<file path="src/rtl/alu_exec_pkg.sv">
// Shared definitions for the alu_exec execute-stage sequencer.
// Holds the ALU operation encodings, the datapath width, the FSM state
// encoding (also read by the debug tap, so values are fixed explicitly)
// and a small decode helper used by the sequencer.
package alu_exec_pkg;

    localparam int OP_CODE_W = 3;
    localparam int DATA_W    = 8;

    // ALU operation encodings; every other code is illegal.
    localparam logic [OP_CODE_W-1:0] OP_ADD = 3'd0;
    localparam logic [OP_CODE_W-1:0] OP_SUB = 3'd1;
    localparam logic [OP_CODE_W-1:0] OP_INC = 3'd2;
    localparam logic [OP_CODE_W-1:0] OP_DEC = 3'd3;

    // Sequencer state encoding, fixed so external observers can decode it.
    typedef enum logic [2:0] {
        ST_IDLE = 3'd0,
        ST_RD_A = 3'd1,
        ST_RD_B = 3'd2,
        ST_EXEC = 3'd3,
        ST_WB   = 3'd4
    } state_e;

    // Unary ops take only operand A, so the operand-B read is skipped.
    function automatic logic op_is_unary(input logic [OP_CODE_W-1:0] op);
        return (op == OP_INC) || (op == OP_DEC);
    endfunction

endpackage

</file>
<file path="src/rtl/alu_exec_alu.sv">
// Combinational 8-bit ALU used by alu_exec.
// Ports:
//   operation - op code (see alu_exec_pkg)
//   a, b      - operands (b ignored for increment/decrement)
//   result    - 8-bit result, modulo 2**8
//   carry     - carry-out; for subtract/decrement this is NOT borrow
//   zero      - result equals zero
//   illegal   - op code is not one of the defined operations
module alu_exec_alu
    import alu_exec_pkg::*;
#(
    parameter int OP_W = OP_CODE_W
) (
    input  logic [OP_W-1:0]   operation,
    input  logic [DATA_W-1:0] a,
    input  logic [DATA_W-1:0] b,
    output logic [DATA_W-1:0] result,
    output logic              carry,
    output logic              zero,
    output logic              illegal
);

    logic [DATA_W:0] sum_s;
    logic            illegal_s;

    // Nine-bit sum so the carry falls out of the top bit; subtraction and
    // decrement are done as two's-complement addition, giving NOT borrow.
    always_comb begin
        sum_s     = {(DATA_W+1){1'b0}};
        illegal_s = 1'b0;
        case (operation)
            OP_ADD:  sum_s = {1'b0, a} + {1'b0, b};
            OP_SUB:  sum_s = {1'b0, a} + {1'b0, ~b} + 9'd1;
            OP_INC:  sum_s = {1'b0, a} + 9'd1;
            OP_DEC:  sum_s = {1'b0, a} + 9'h0FF;
            default: illegal_s = 1'b1;
        endcase
    end

    assign result  = sum_s[DATA_W-1:0];
    assign carry   = sum_s[DATA_W];
    assign zero    = (sum_s[DATA_W-1:0] == 8'd0);
    assign illegal = illegal_s;

endmodule

</file>
<file path="src/rtl/alu_exec.sv">
// Execute-stage sequencer: accepts one ALU instruction from the decoder,
// reads operand A (rd) and, for binary ops, operand B (rs) from the
// single-read-port register file, runs the alu, writes the result back to
// rd and owns the architectural {C,Z} flags.
// Ports:
//   clk, rst                  - clock, asynchronous active-high reset
//   req_valid/req_ready       - instruction handshake (ready only in IDLE)
//   req_op/rd/rs/no_wb        - instruction fields, latched on accept
//   rf_rd_en/addr, rf_rd_data - register-file read; data valid 1 cycle later
//   rf_wr_en/addr/data        - register-file write (1-cycle pulse)
//   flags_load/flags_load_val - external flag write, wins over ALU update
//   flags_c, flags_z          - architectural flags
//   done                      - 1-cycle pulse in the writeback cycle
module alu_exec
    import alu_exec_pkg::*;
#(
    parameter int REG_ADDR_W = 3,
    parameter int OP_W       = 3
) (
    input  logic                  clk,
    input  logic                  rst,
    input  logic                  req_valid,
    output logic                  req_ready,
    input  logic [OP_W-1:0]       req_op,
    input  logic [REG_ADDR_W-1:0] req_rd,
    input  logic [REG_ADDR_W-1:0] req_rs,
    input  logic                  req_no_wb,
    output logic                  rf_rd_en,
    output logic [REG_ADDR_W-1:0] rf_rd_addr,
    input  logic [7:0]            rf_rd_data,
    output logic                  rf_wr_en,
    output logic [REG_ADDR_W-1:0] rf_wr_addr,
    output logic [7:0]            rf_wr_data,
    input  logic                  flags_load,
    input  logic [1:0]            flags_load_val,
    output logic                  flags_c,
    output logic                  flags_z,
    output logic                  done
);

    state_e                  state_r;
    state_e                  next_state_s;
    logic                    ready_r;
    logic                    accept_s;
    logic                    rd_en_s;
    logic [REG_ADDR_W-1:0]   rd_addr_s;

    logic [OP_W-1:0]         op_r;
    logic [REG_ADDR_W-1:0]   rd_r;
    logic [REG_ADDR_W-1:0]   rs_r;
    logic                    no_wb_r;
    logic [DATA_W-1:0]       a_r;
    logic [DATA_W-1:0]       b_r;
    logic [DATA_W-1:0]       result_r;
    logic                    carry_r;
    logic                    zero_r;
    logic                    illegal_r;
    logic                    wr_en_r;
    logic                    done_r;
    logic                    flags_c_r;
    logic                    flags_z_r;

    logic [DATA_W-1:0]       alu_result_s;
    logic                    alu_carry_s;
    logic                    alu_zero_s;
    logic                    alu_illegal_s;

    assign accept_s = req_valid & ready_r;

    alu_exec_alu #(
        .OP_W (OP_W)
    ) u_alu (
        .operation (op_r),
        .a         (a_r),
        .b         (b_r),
        .result    (alu_result_s),
        .carry     (alu_carry_s),
        .zero      (alu_zero_s),
        .illegal   (alu_illegal_s)
    );

    // Next-state and read-port control. The read strobe must be combinational:
    // the register file returns data one cycle after the strobe, so operand A
    // is requested in the accept cycle and operand B while A is being captured.
    always_comb begin
        next_state_s = state_r;
        rd_en_s      = 1'b0;
        rd_addr_s    = {REG_ADDR_W{1'b0}};
        case (state_r)
            ST_IDLE: begin
                if (accept_s) begin
                    next_state_s = ST_RD_A;
                    rd_en_s      = 1'b1;
                    rd_addr_s    = req_rd;
                end else begin
                    next_state_s = ST_IDLE;
                end
            end
            ST_RD_A: begin
                if (op_is_unary(op_r)) begin
                    next_state_s = ST_EXEC;
                end else begin
                    next_state_s = ST_RD_B;
                    rd_en_s      = 1'b1;
                    rd_addr_s    = rs_r;
                end
            end
            ST_RD_B: next_state_s = ST_EXEC;
            ST_EXEC: next_state_s = ST_WB;
            ST_WB:   next_state_s = ST_IDLE;
            default: next_state_s = ST_IDLE;
        endcase
    end

    // State register; ready mirrors "next state is IDLE" but stays low in reset.
    always_ff @(posedge clk or posedge rst) begin
        if (rst) begin
            state_r <= ST_IDLE;
            ready_r <= 1'b0;
        end else begin
            state_r <= next_state_s;
            ready_r <= (next_state_s == ST_IDLE);
        end
    end

    // Instruction latch, operand capture and registered ALU result.
    always_ff @(posedge clk or posedge rst) begin
        if (rst) begin
            op_r      <= {OP_W{1'b0}};
            rd_r      <= {REG_ADDR_W{1'b0}};
            rs_r      <= {REG_ADDR_W{1'b0}};
            no_wb_r   <= 1'b0;
            a_r       <= 8'd0;
            b_r       <= 8'd0;
            result_r  <= 8'd0;
            carry_r   <= 1'b0;
            zero_r    <= 1'b0;
            illegal_r <= 1'b0;
        end else begin
            if (accept_s) begin
                op_r    <= req_op;
                rd_r    <= req_rd;
                rs_r    <= req_rs;
                no_wb_r <= req_no_wb;
            end
            if (state_r == ST_RD_A) begin
                a_r <= rf_rd_data;
            end
            if (state_r == ST_RD_B) begin
                b_r <= rf_rd_data;
            end
            if (state_r == ST_EXEC) begin
                result_r  <= alu_result_s;
                carry_r   <= alu_carry_s;
                zero_r    <= alu_zero_s;
                illegal_r <= alu_illegal_s;
            end
        end
    end

    // Writeback strobes, set on the EXEC->WB edge so they are high for WB only.
    always_ff @(posedge clk or posedge rst) begin
        if (rst) begin
            wr_en_r <= 1'b0;
            done_r  <= 1'b0;
        end else begin
            wr_en_r <= (state_r == ST_EXEC) && !no_wb_r && !alu_illegal_s;
            done_r  <= (state_r == ST_EXEC);
        end
    end

    // Architectural flags: an external load beats the ALU update in WB,
    // and illegal ops leave the flags untouched.
    always_ff @(posedge clk or posedge rst) begin
        if (rst) begin
            flags_c_r <= 1'b0;
            flags_z_r <= 1'b0;
        end else if (flags_load) begin
            flags_c_r <= flags_load_val[1];
            flags_z_r <= flags_load_val[0];
        end else if ((state_r == ST_WB) && !illegal_r) begin
            flags_c_r <= carry_r;
            flags_z_r <= zero_r;
        end
    end

    assign req_ready  = ready_r;
    assign rf_rd_en   = rd_en_s;
    assign rf_rd_addr = rd_addr_s;
    assign rf_wr_en   = wr_en_r;
    assign rf_wr_addr = rd_r;
    assign rf_wr_data = result_r;
    assign flags_c    = flags_c_r;
    assign flags_z    = flags_z_r;
    assign done       = done_r;

endmodule
</file>
<file path="config.mk">
export PLATFORM = sky130hd
export DESIGN_NAME = alu_exec
export DESIGN_NICKNAME = d
export VERILOG_FILES = /design/src/rtl/alu_exec_pkg.sv /design/src/rtl/alu_exec_alu.sv /design/src/rtl/alu_exec.sv
export SDC_FILE = /design/constraint.sdc
export NUM_CORES = 1
export LEC_CHECK = 0
export CORE_MARGIN = 1.5
export CORE_UTILIZATION = 50
export CTS_CLUSTER_DIAMETER = 80
export CTS_CLUSTER_SIZE = 8
export DETAILED_ROUTE_END_ITERATION = 8
export GPL_TIMING_DRIVEN = 1
export PLACE_DENSITY = 0.76
export SLEW_MARGIN = 25
export SYNTH_ARGS = -nofsm -noshare
export SYNTH_HDL_FRONTEND = slang
export SYNTH_SLANG_ARGS = --single-unit
</file>
<file path="constraint.sdc">
create_clock -name clk -period 3.46 [get_ports clk]
set_input_delay 1.038 -clock clk [delete_from_list [all_inputs] [get_ports clk]]
set_output_delay 1.038 -clock clk [all_outputs]
set_load 0.05 [all_outputs]
</file>
Word-level counts from Yosys, hierarchy flattened

Index checks and enable logic that the tools add are counted.
Widths: inputs -> output; s select.

Bits in registers: 45
Bits in latches: 0
RAM bits: 0
ROM bits: 0
Output and inout port bits: 20
Memories: 0

Add/subtract/negate cells: 5
$mul: 0
Divide/modulo/power cells: 0
$lt $le $gt $ge: 0
Equality and inequality tests: 7
Shifts and indexed selects: 0
Muxes and demuxes: 15
Bitwise logic cells: 2
Reductions and logical operators: 12

Operators with widths:

| kind                | count |
|---|---|
| $pmux 9 s4          | 1 |
| $add 8x8->9         | 2 |
| $eq 3x2->1 const B  | 4 |
| $pmux 3 s4          | 1 |
| $add 8x1->9 const B | 1 |
| $add 8x8->9 const B | 1 |
| $add 9x1->9 const B | 1 |
| $logic_not 3->1     | 3 |
| $mux 1              | 9 |
| $logic_not 8->1     | 1 |
| $not 8->8           | 1 |
| $eq 3x1->1 const B  | 2 |
| $mux 3              | 2 |
| $pmux 3 s2          | 1 |
| $reduce_or 4->1     | 1 |
| $eq 3x3->1 const B  | 1 |
| $logic_and 1x1->1   | 3 |
| $logic_not 1->1     | 2 |
| $pmux 1 s2          | 1 |
| $reduce_bool 2->1   | 1 |
| $and 1x1->1         | 1 |
| $logic_or 1x1->1    | 1 |

Longest topological paths before layout

Gate-level depths: netlist (run 1).

Depth in word-level cells: 5
Depth in mapped cells: 12
Gate-level depth less buffers: 10

By module

From an unflattened synthesis (run 1), not the netlist that was laid out.

Cells, all modules: 263
Area total of the unflattened synthesis: 2716.4 um^2

By module, submodules not included:

| module       | times used | cells each | area each (um^2) |
|---|---|---|---|
| alu_exec     | 1          | 137        | 1785.5 |
| alu_exec_alu | 1          | 126        | 930.9 |

Worst setup path before layout (run 1)

Ideal clock, no wire load.

Path type: input-to-output
From: in req_valid
To: out rf_rd_en
Arrival time: 2.564 ns
Required time: 2.422 ns
Slack: -0.142 ns
Stages on the path: 5
Path through: nand2_1 -> clkbuf_1 -> nor2_1 -> a21oi_1 -> nor3_1

Word-level cells in the longest chain between the ends: 3

RTL lines:

| what        | line           | text |
|---|---|---|
| from (decl) | alu_exec.sv:22 | `input logic req_valid,` |
| $and 1x1->1 | alu_exec.sv:68 | `assign accept_s = req_valid & ready_r;` |
| $mux 1      | alu_exec.sv:91 | `if (accept_s) begin` |
| $pmux 1 s2  | alu_exec.sv:89 | `case (state_r)` |
| to (decl)   | alu_exec.sv:28 | `output logic rf_rd_en,` |

Every way passes these cells.

Final worst setup path (run 1)

From: in req_valid
To: out rf_rd_addr[2]

Word-level cells in the longest chain between the ends: 3

RTL lines:

| what        | line           | text |
|---|---|---|
| $and 1x1->1 | alu_exec.sv:68 |  |
| $mux 3      | alu_exec.sv:91 |  |
| $pmux 3 s2  | alu_exec.sv:89 |  |
| to (decl)   | alu_exec.sv:29 | `output logic [REG_ADDR_W-1:0] rf_rd_addr,` |

Every way passes these cells.

==> flow_summary_export.csv, run 1 <==
group,metric,value,unit
clock_network,clock_latency,0.30,ns
critical_path,critPathArrivalTime,2.37,ns
timing,fin_crit_sh,98.6,%
routing,post_drt_wl_per_cell,14.4,um
cells_and_area,drive_above_1_share,14.2,%
timing,fin_crit,3.41,ns
routing,drt_iter0_drc,98,
timing,slew_violations,0,
critical_path,end_kind,"output port",
cells_and_area,antenna_cells,0,
worst_hold_path,hold_path.class,"register to register",
synth,synth_warnings,0,
synth,synth_ff_type,"dfrtp_1",
synth,ys_ff_latch,45,
global_routing,antenna_found_initial,0,
global_routing,grt_pass1_vias,2031,
routing,dr.pass1.iters,5,
global_routing,grt_pass1_wl,9690,um
critical_path,critPathTopFamily,"buffers and inverters",
routing,postRouteAntennaNets,0,
synth,ys_types,48,
timing,hold_ws,0.451,ns
critical_path,max_stage_delay,0.53,ns
routing,vias,2196,
clock_network,numCtsBuffers,5,
placed_design,routabilityCongestion,0.850,
placed_design,io_buffer_count,43,
clock_network,holdBufCountCts,0,
cells_and_area,area_delta_synth_final,24.8,%
clock_network,cts_sinks,45,
global_routing,grt_max_degree,46,
critical_path,path_cells,"clkdlybuf4s50_1, nand3_1, nor2_1, a31oi_1, nor3_1, buf_12",
critical_path,worstSetupStartpointType,"input port",
timing,max_freq,293,MHz
cells_and_area,nets,373,
clock_network,h-tree-depth,2,
floorplan,die_w,76.1,um
timing,tightest_slew,0.609,ns
timing,final.setup_skew,0.00631,ns
global_routing,overflow,0,
routing,routed_via_density,5.49,
synth,async_flop_share,100,%
clock_network,cts_root_buffer,"clkbuf_8",
timing,max-slew-margin-rel,58.9,%
critical_path,path_max_fanout,4,
clock_network,cts.path.max_buffers,2,
critical_path,path_buf_inv,2,
critical_path,cp.required,2.42,ns
floorplan,die_area,5800,sq um
floorplan,core-area,5140,sq um
synth,avgSynthCellArea,9.45,sq um
floorplan,initial_core_util,52.0,%
clock_network,post-cts-setup-buffers,0,
synth,synthesis.area,2670,sq um
flow_run,maxCapViolCount,0,
status,status,"finished, final reports clean",
synth,synth_edf_count,0,
critical_path,slowest_stage,"clkdlybuf4s50_1",
routing,routed_wl,5750,um
critical_path,worstSetupPathType,"input port to output port",
timing,hold_viol_final,0,
cells_and_area,mostFrequentLayoutCells,"nand2_1, dfrtp_1, clkdlybuf4s50_1",
synth,syn_inst,283,
floorplan,io_pins,44,
clock_network,tritoncts,"done",
floorplan,num_rows,26,
routing,drc,0,
clock_network,clkTransAtPathRegs,0.09,ns
synth,yosysSeqAreaShare,42.1,%
synth,synth_fp_nets,327,
timing,setup_viol,0,
floorplan,die_h,76.1,um
placed_design,hpwlAfterDp,4340,um
global_routing,grt_usage,20.8,%
## cell type report
| type | instances | area [sq um] |
|---|---|---|
| multi-input combinational | 215 | 1460 |
| clock buffer | 6 | 82.6 |
| fill | 448 | 1800 |
| sequential | 45 | 1130 |
| tap | 70 | 87.6 |
| timing repair buffer | 49 | 515 |
| inverter | 13 | 48.8 |
| clock inverter | 2 | 13.8 |
## cells by family after synthesis
family          Yosys count  share of synthesized area, %
simple gates            105                          18.7
compound gates           63                          15.0
flops                    45                          42.1
buf+inv                  23                          3.70
mux                      21                          8.66
fa+ha+maj                20                          9.92
xor+xnor                  6                          1.97
## synthesized netlist by cell type (2+ instances only)
cell type	count	area, sq um
a211oi_1	2	15.0
a21o_1	4	30.0
a21oi_1	10	50.1
a31oi_1	4	25.0
buf_2	3	15.0
buf_4	2	15.0
clkbuf_1	4	15.0
dfrtp_1	45	1130
fa_1	2	40.0
ha_1	18	225
inv_1	12	45.0
mux2_2	17	191
mux2i_1	4	40.0
nand2_1	45	169
nand2b_1	7	43.8
nand3_1	6	30.0
nor2_1	23	86.3
nor2b_1	2	12.5
nor3_1	9	45.0
nor3b_1	2	15.0
o211ai_1	3	22.5
o21a_1	3	22.5
o21ai_0	24	120
o21ai_1	3	15.0
or2_2	2	12.5
xnor2_1	2	17.5
xor2_1	4	35.0
## worst register-to-register path: cells and delay by family (launching register included)
kind                     cells  cell delay (ns)
multiplexers                 1             0.27
adder cells (fa/ha/maj)      2             0.67
AND/OR/NAND/NOR              4             0.70
AO/OA/AOI/OAI                2             0.34
XOR/XNOR                     1             0.24
flip-flops                   1             0.49
## repair_timing
action / in CTS / in global routing
endpoints found under the hold margin: 0 / 0
resized for setup: 0 / 2
setup endpoints to repair: 0 / 2
## registers in the layout (all words and copies together), names as in the netlist, 3 cells and up
name	flops
rf_wr_data	8
b_r	8
rf_wr_addr	3
a_r	8
rs_r	3
op_r	3
state_r	3
## worst paths after layout
| check | slack, ns | depth (start not counted) | startpoint | end |
|---|---|---|---|---|
| max | 0.05 | 6 | req_valid | rf_rd_addr[2] |
| min | 0.45 | 1 | no_wb_r | rf_wr_en |
| max reg2reg | 0.64 | 10 | op_r[2] | rf_wr_data[6] |
| min reg2reg | 0.45 | 1 | no_wb_r | rf_wr_en |
| max in group asynchronous | 1.91 | 3 | rst | b_r[5] |
| min in group asynchronous | 1.18 | 3 | rst | rf_wr_addr[0] |
## per-layer routing
metal | routed length (um) | vias up | share of wire (%) | GRT usage, %
met3 | 393 | 7 | 6.8 | 3.83
li1 | - | 1086 | - | -
met4 | 79 | 0 | 1.4 | 6.67
met5 | 0 | - | 0 | 0
met1 | 2560 | 1031 | 44 | 29.3
met2 | 2720 | 72 | 47 | 32.8
## stage by stage
step	utilization [%]	worst slack (ns)	cells	instance area [sq um]	setup TNS, ns
CTS	64.8	0.0163	400	3330	0
detailed placement	62.9	0.0195	392	3230	0
global route	64.9	-0.0234	400	3340	-0.0234
floorplan	-	0.0945	283	2680	0
global placement	62.9	0.112	392	3230	0
finish	64.9	0.0472	400	3340	0
Power of run 1 is left out: the tool's default activity adds up to more than one toggle a clock period on the data nets, which glitch-free logic cannot reach.
==> run 2: changes to the inputs <==
--- a/config.mk
+++ b/config.mk
@@ -6,13 +6,13 @@
 export NUM_CORES = 1
 export LEC_CHECK = 0
 export CORE_MARGIN = 1.5
-export CORE_UTILIZATION = 50
+export CORE_UTILIZATION = 25
 export CTS_CLUSTER_DIAMETER = 80
 export CTS_CLUSTER_SIZE = 8
 export DETAILED_ROUTE_END_ITERATION = 8
 export GPL_TIMING_DRIVEN = 1
-export PLACE_DENSITY = 0.76
 export SLEW_MARGIN = 25
 export SYNTH_ARGS = -nofsm -noshare
 export SYNTH_HDL_FRONTEND = slang
 export SYNTH_SLANG_ARGS = --single-unit
+export TNS_END_PERCENT = 30
==> flow_summary_export.csv, run 2 (synthesis results as in run 1) <==
group,metric,value,unit
routing,met1Wirelength,2910,um
routing,drt_iter0_drc,139,
critical_path,max_stage_delay,0.53,ns
placed_design,routabilityCongestion,0.820,
global_routing,grt_max_degree,25,
floorplan,die_h,106,um
timing,slew_violations,0,
floorplan,io_pins,44,
critical_path,slowest_stage,"clkdlybuf4s50_1",
critical_path,path_max_fanout,4,
placed_design,hpwlAfterDp,4630,um
timing,fin_crit_sh,97.7,%
cells_and_area,final_util,32.9,%
timing,rsz0062_at_grt,"false",
worst_hold_path,hold_path.class,"register to register",
critical_path,ff2ff_setup_slack,0.71,ns
routing,drc,0,
global_routing,overflow,0,
routing,routed_wl,5940,um
clock_network,tritoncts,"done",
critical_path,cp.required,2.42,ns
floorplan,die_area,11300,sq um
critical_path,critPathTopFamily,"buffers and inverters",
clock_network,numCtsBuffers,5,
clock_network,cts_resized,0,
critical_path,path_cells,"clkdlybuf4s50_1, nand3_1, nor2_1, a31oi_1, nor3_1, buf_12",
clock_network,clock_latency,0.30,ns
clock_network,post-cts-setup-buffers,0,
floorplan,core-area,10400,sq um
clock_network,cts_sinks,45,
critical_path,r2r_end,"zero_r",
critical_path,r2r_start,"op_r[2]",
cells_and_area,antenna_cells,0,
clock_network,cts.path.max_buffers,2,
critical_path,path_buf_inv,2,
clock_network,holdBufCountCts,0,
routing,dr.pass1.iters,4,
global_routing,grt_usage,11.2,%
status,status,"finished, final reports clean",
floorplan,num_rows,37,
global_routing,antenna_found_initial,0,
flow_run,maxCapViolCount,0,
timing,max_freq,296,MHz
timing,fin_crit,3.38,ns
clock_network,clkTransAtPathRegs,0.09,ns
timing,final.setup_skew,0.00392,ns
worst_hold_path,hold_end,"rf_wr_en",
global_routing,grt_pass1_vias,2088,
routing,routed_via_density,4.52,
cells_and_area,drive_above_1_share,13.4,%
floorplan,die_w,106,um
critical_path,critPathArrivalTime,2.34,ns
timing,max-slew-margin-rel,45.3,%
floorplan,initial_core_util,25.8,%
cells_and_area,mostFrequentLayoutCells,"nand2_1, dfrtp_1, clkdlybuf4s50_1",
critical_path,worstSetupStartpointType,"input port",
timing,hold_viol_final,0,
placed_design,io_buffer_count,43,
routing,highest_layer,"met4",
critical_path,r2r_cells,10,
critical_path,worstSetupPathType,"input port to output port",
worst_hold_path,holdPathStages,1,
timing,setup_tns,0,ns
timing,tightest_slew,0.816,ns
routing,wl_met2,2640,um
worst_hold_path,hold_start,"no_wb_r",
cells_and_area,area_delta_synth_final,27.7,%
cells_and_area,nets,372,
timing,setup_viol,0,
clock_network,cts_root_buffer,"clkbuf_8",
critical_path,end_kind,"output port",
global_routing,grt_pass1_wl,10100,um
routing,postRouteAntennaNets,0,
routing,dr_wl_met3,317,um
routing,vias,2104,
clock_network,h-tree-depth,2,
routing,post_drt_wl_per_cell,12.8,um
-- run 2: changes by cell type in the layout (fill, tap and decap cells not counted), sizes merged --
cell,change
buf,-1
clkbuf,-1
clkinv,-2
clkinvlp,+1
inv,+2
-- run 2: layer usage --
layer	global-route usage [%]	vias up
met5	0	-
met4	3.71	0
met3	3.07	5
met2	17.1	39
met1	15.2	992
li1	-	1068
-- run 2: layout make-up --
type	count	area [sq um]
Fill cell	1089	6960
Tap cell	136	170
Multi-Input combinational cell	215	1450
Inverter	13	48.8
Clock inverter	3	25.0
Timing Repair Buffer	48	520
Sequential cell	45	1130
Clock buffer	5	68.8
-- run 2: per-stage QoR --
step / instances / setup slack (ns) / hold WS (ns) / area, sq um
CTS: 465 / 0.0992 / 0.446 / 3410
global placement: 457 / 0.123 / 0.417 / 3320
floorplan: 283 / 0.0945 / 0.405 / 2680
detailed placement: 457 / 0.101 / 0.432 / 3320
global route: 465 / 0.0166 / 0.481 / 3410
finish: 465 / 0.0809 / 0.437 / 3410
-- run 2: how the worst max path moves through the flow --
stage | cells after the start | slack [ns] | endpoint | startpoint
2_1_floorplan | 4 | 0.09 | rf_rd_addr[0] | req_valid
3_3_place_gp | 6 | 0.12 | rf_rd_addr[1] | req_valid
3_5_place_dp | 6 | 0.10 | rf_rd_addr[0] | req_valid
4_1_cts | 6 | 0.1 | rf_rd_addr[0] | req_valid
5_1_grt | 6 | 0.02 | rf_rd_addr[1] | req_valid
6_report | 6 | 0.08 | rf_rd_addr[0] | req_valid
Power of run 2 is left out for the same reason.
==> run 3: changes to the inputs <==
--- a/config.mk
+++ b/config.mk
@@ -10,6 +10,7 @@
 export CTS_CLUSTER_DIAMETER = 80
 export CTS_CLUSTER_SIZE = 8
 export DETAILED_ROUTE_END_ITERATION = 8
+export GPL_ROUTABILITY_DRIVEN = 0
 export GPL_TIMING_DRIVEN = 1
 export SLEW_MARGIN = 25
 export SYNTH_ARGS = -nofsm -noshare
==> results of run 3 <==
Final layout, timing and power as in run 2 (identical DEF).
Power of run 3 is left out for the same reason.
==> edit: new RTL, flow settings as in run 2 <==
Remove the case item `OP_SUB` of the case on `operation`.
--- a/src/rtl/alu_exec_alu.sv
+++ b/src/rtl/alu_exec_alu.sv
@@ -31,5 +31,4 @@
         case (operation)
             OP_ADD:  sum_s = {1'b0, a} + {1'b0, b};
-            OP_SUB:  sum_s = {1'b0, a} + {1'b0, ~b} + 9'd1;
             OP_INC:  sum_s = {1'b0, a} + 9'd1;
             OP_DEC:  sum_s = {1'b0, a} + 9'h0FF;
Formal check against the unedited RTL: not equivalent (a bounded check fails within 10 cycles, from zero or initial values and one cycle with rst high).
==> edit against run 2 <==
- worst setup slack gained 0.14 ns
- register-to-register slack worse by 0.04 ns
- cell area fell by 15%
- sequential cell count fell by 1
- utilization rose by 1.9 points
- synthesized cell count down 23%
- synthesized area down 18%
- wire length down 24%
- largest cell class is now sequential cells
- highest routed layer unchanged
==> edit: results (changes against run 2) <==
grt:
  grt_pass1_wl_um: 7800  # was 10100 um
  groute.usage.overall_pct: 10.9  # was 11.2%
route:
  wire_per_inst_um: 12.2  # was 12.8 um
  wl_met1_um: 2140  # was 2910 um
  route.met2.wl_um: 2050  # was 2640 um
layout:
  nClkBuffers: 6  # was 5
  n_all_buffers: 49  # was 48
  seq_share_pct: 37.9  # was 33.0%
  multi_input_gates: 160  # was 215
  n_fill_cell: 864  # was 1089
  multi_input_area_share_pct: 36.0  # was 42.6%
  nets: 301  # was 372
  design.seq.count: 44  # was 45
synth:
  synthXorXnorAreaFrac_pct: 2.81  # was 1.97%
  yosys.area_share.adder_pct: 5.51  # was 9.92%
  syn_nets: 252  # was 327
  ys_seq_area_share_pct: 50.5  # was 42.1%
  synth_compound_area_share_pct: 10.8  # was 15.0%
  synthCells: 219  # was 283
placed_design:
  place.gp.congestion: 0.813  # was 0.820
  dp.cells: 365  # was 457
clock_tree:
  ctsResizeCount: 3  # was 0
worst_setup_path:
  arrival_ns: 2.20  # was 2.34 ns
  path_max_fanout: 2  # was 4
sta:
  max_slew.worst_pin.slew_ns: 0.619  # was 0.816 ns
run_status:
  outcome: "complete, no violations"  # unchanged
[edit: cells by family after synthesis]
family / Yosys count
buf+inv: 15
xor+xnor: 7
fa+ha+maj: 9
mux: 17
flops: 44
simple gates: 93
compound gates: 34
[edit: metrics by stage]
step,instance area (um^2),power [mW]
6_report,2900,3.17
5_1_grt,2900,3.46
4_1_cts,2890,3.20
3_5_place_dp,2800,2.88
3_3_place_gp,2800,2.85
2_1_floorplan,2190,2.36
[edit: path summary, 6_finish.rpt]
path	endpoint	slack, ns	cells past startpoint
setup / recovery	rf_rd_addr[2]	0.22	7
hold / removal	rf_wr_en$_DFF_PP0_	0.43	1
min in group asynchronous	flags_c$_DFFE_PP0P_	1.19	3
max in group asynchronous	rs_r[1]$_DFFE_PP0P_	1.89	3
hold reg to reg	rf_wr_en$_DFF_PP0_	0.43	1
setup reg to reg	zero_r$_DFFE_PP0P_	0.67	11
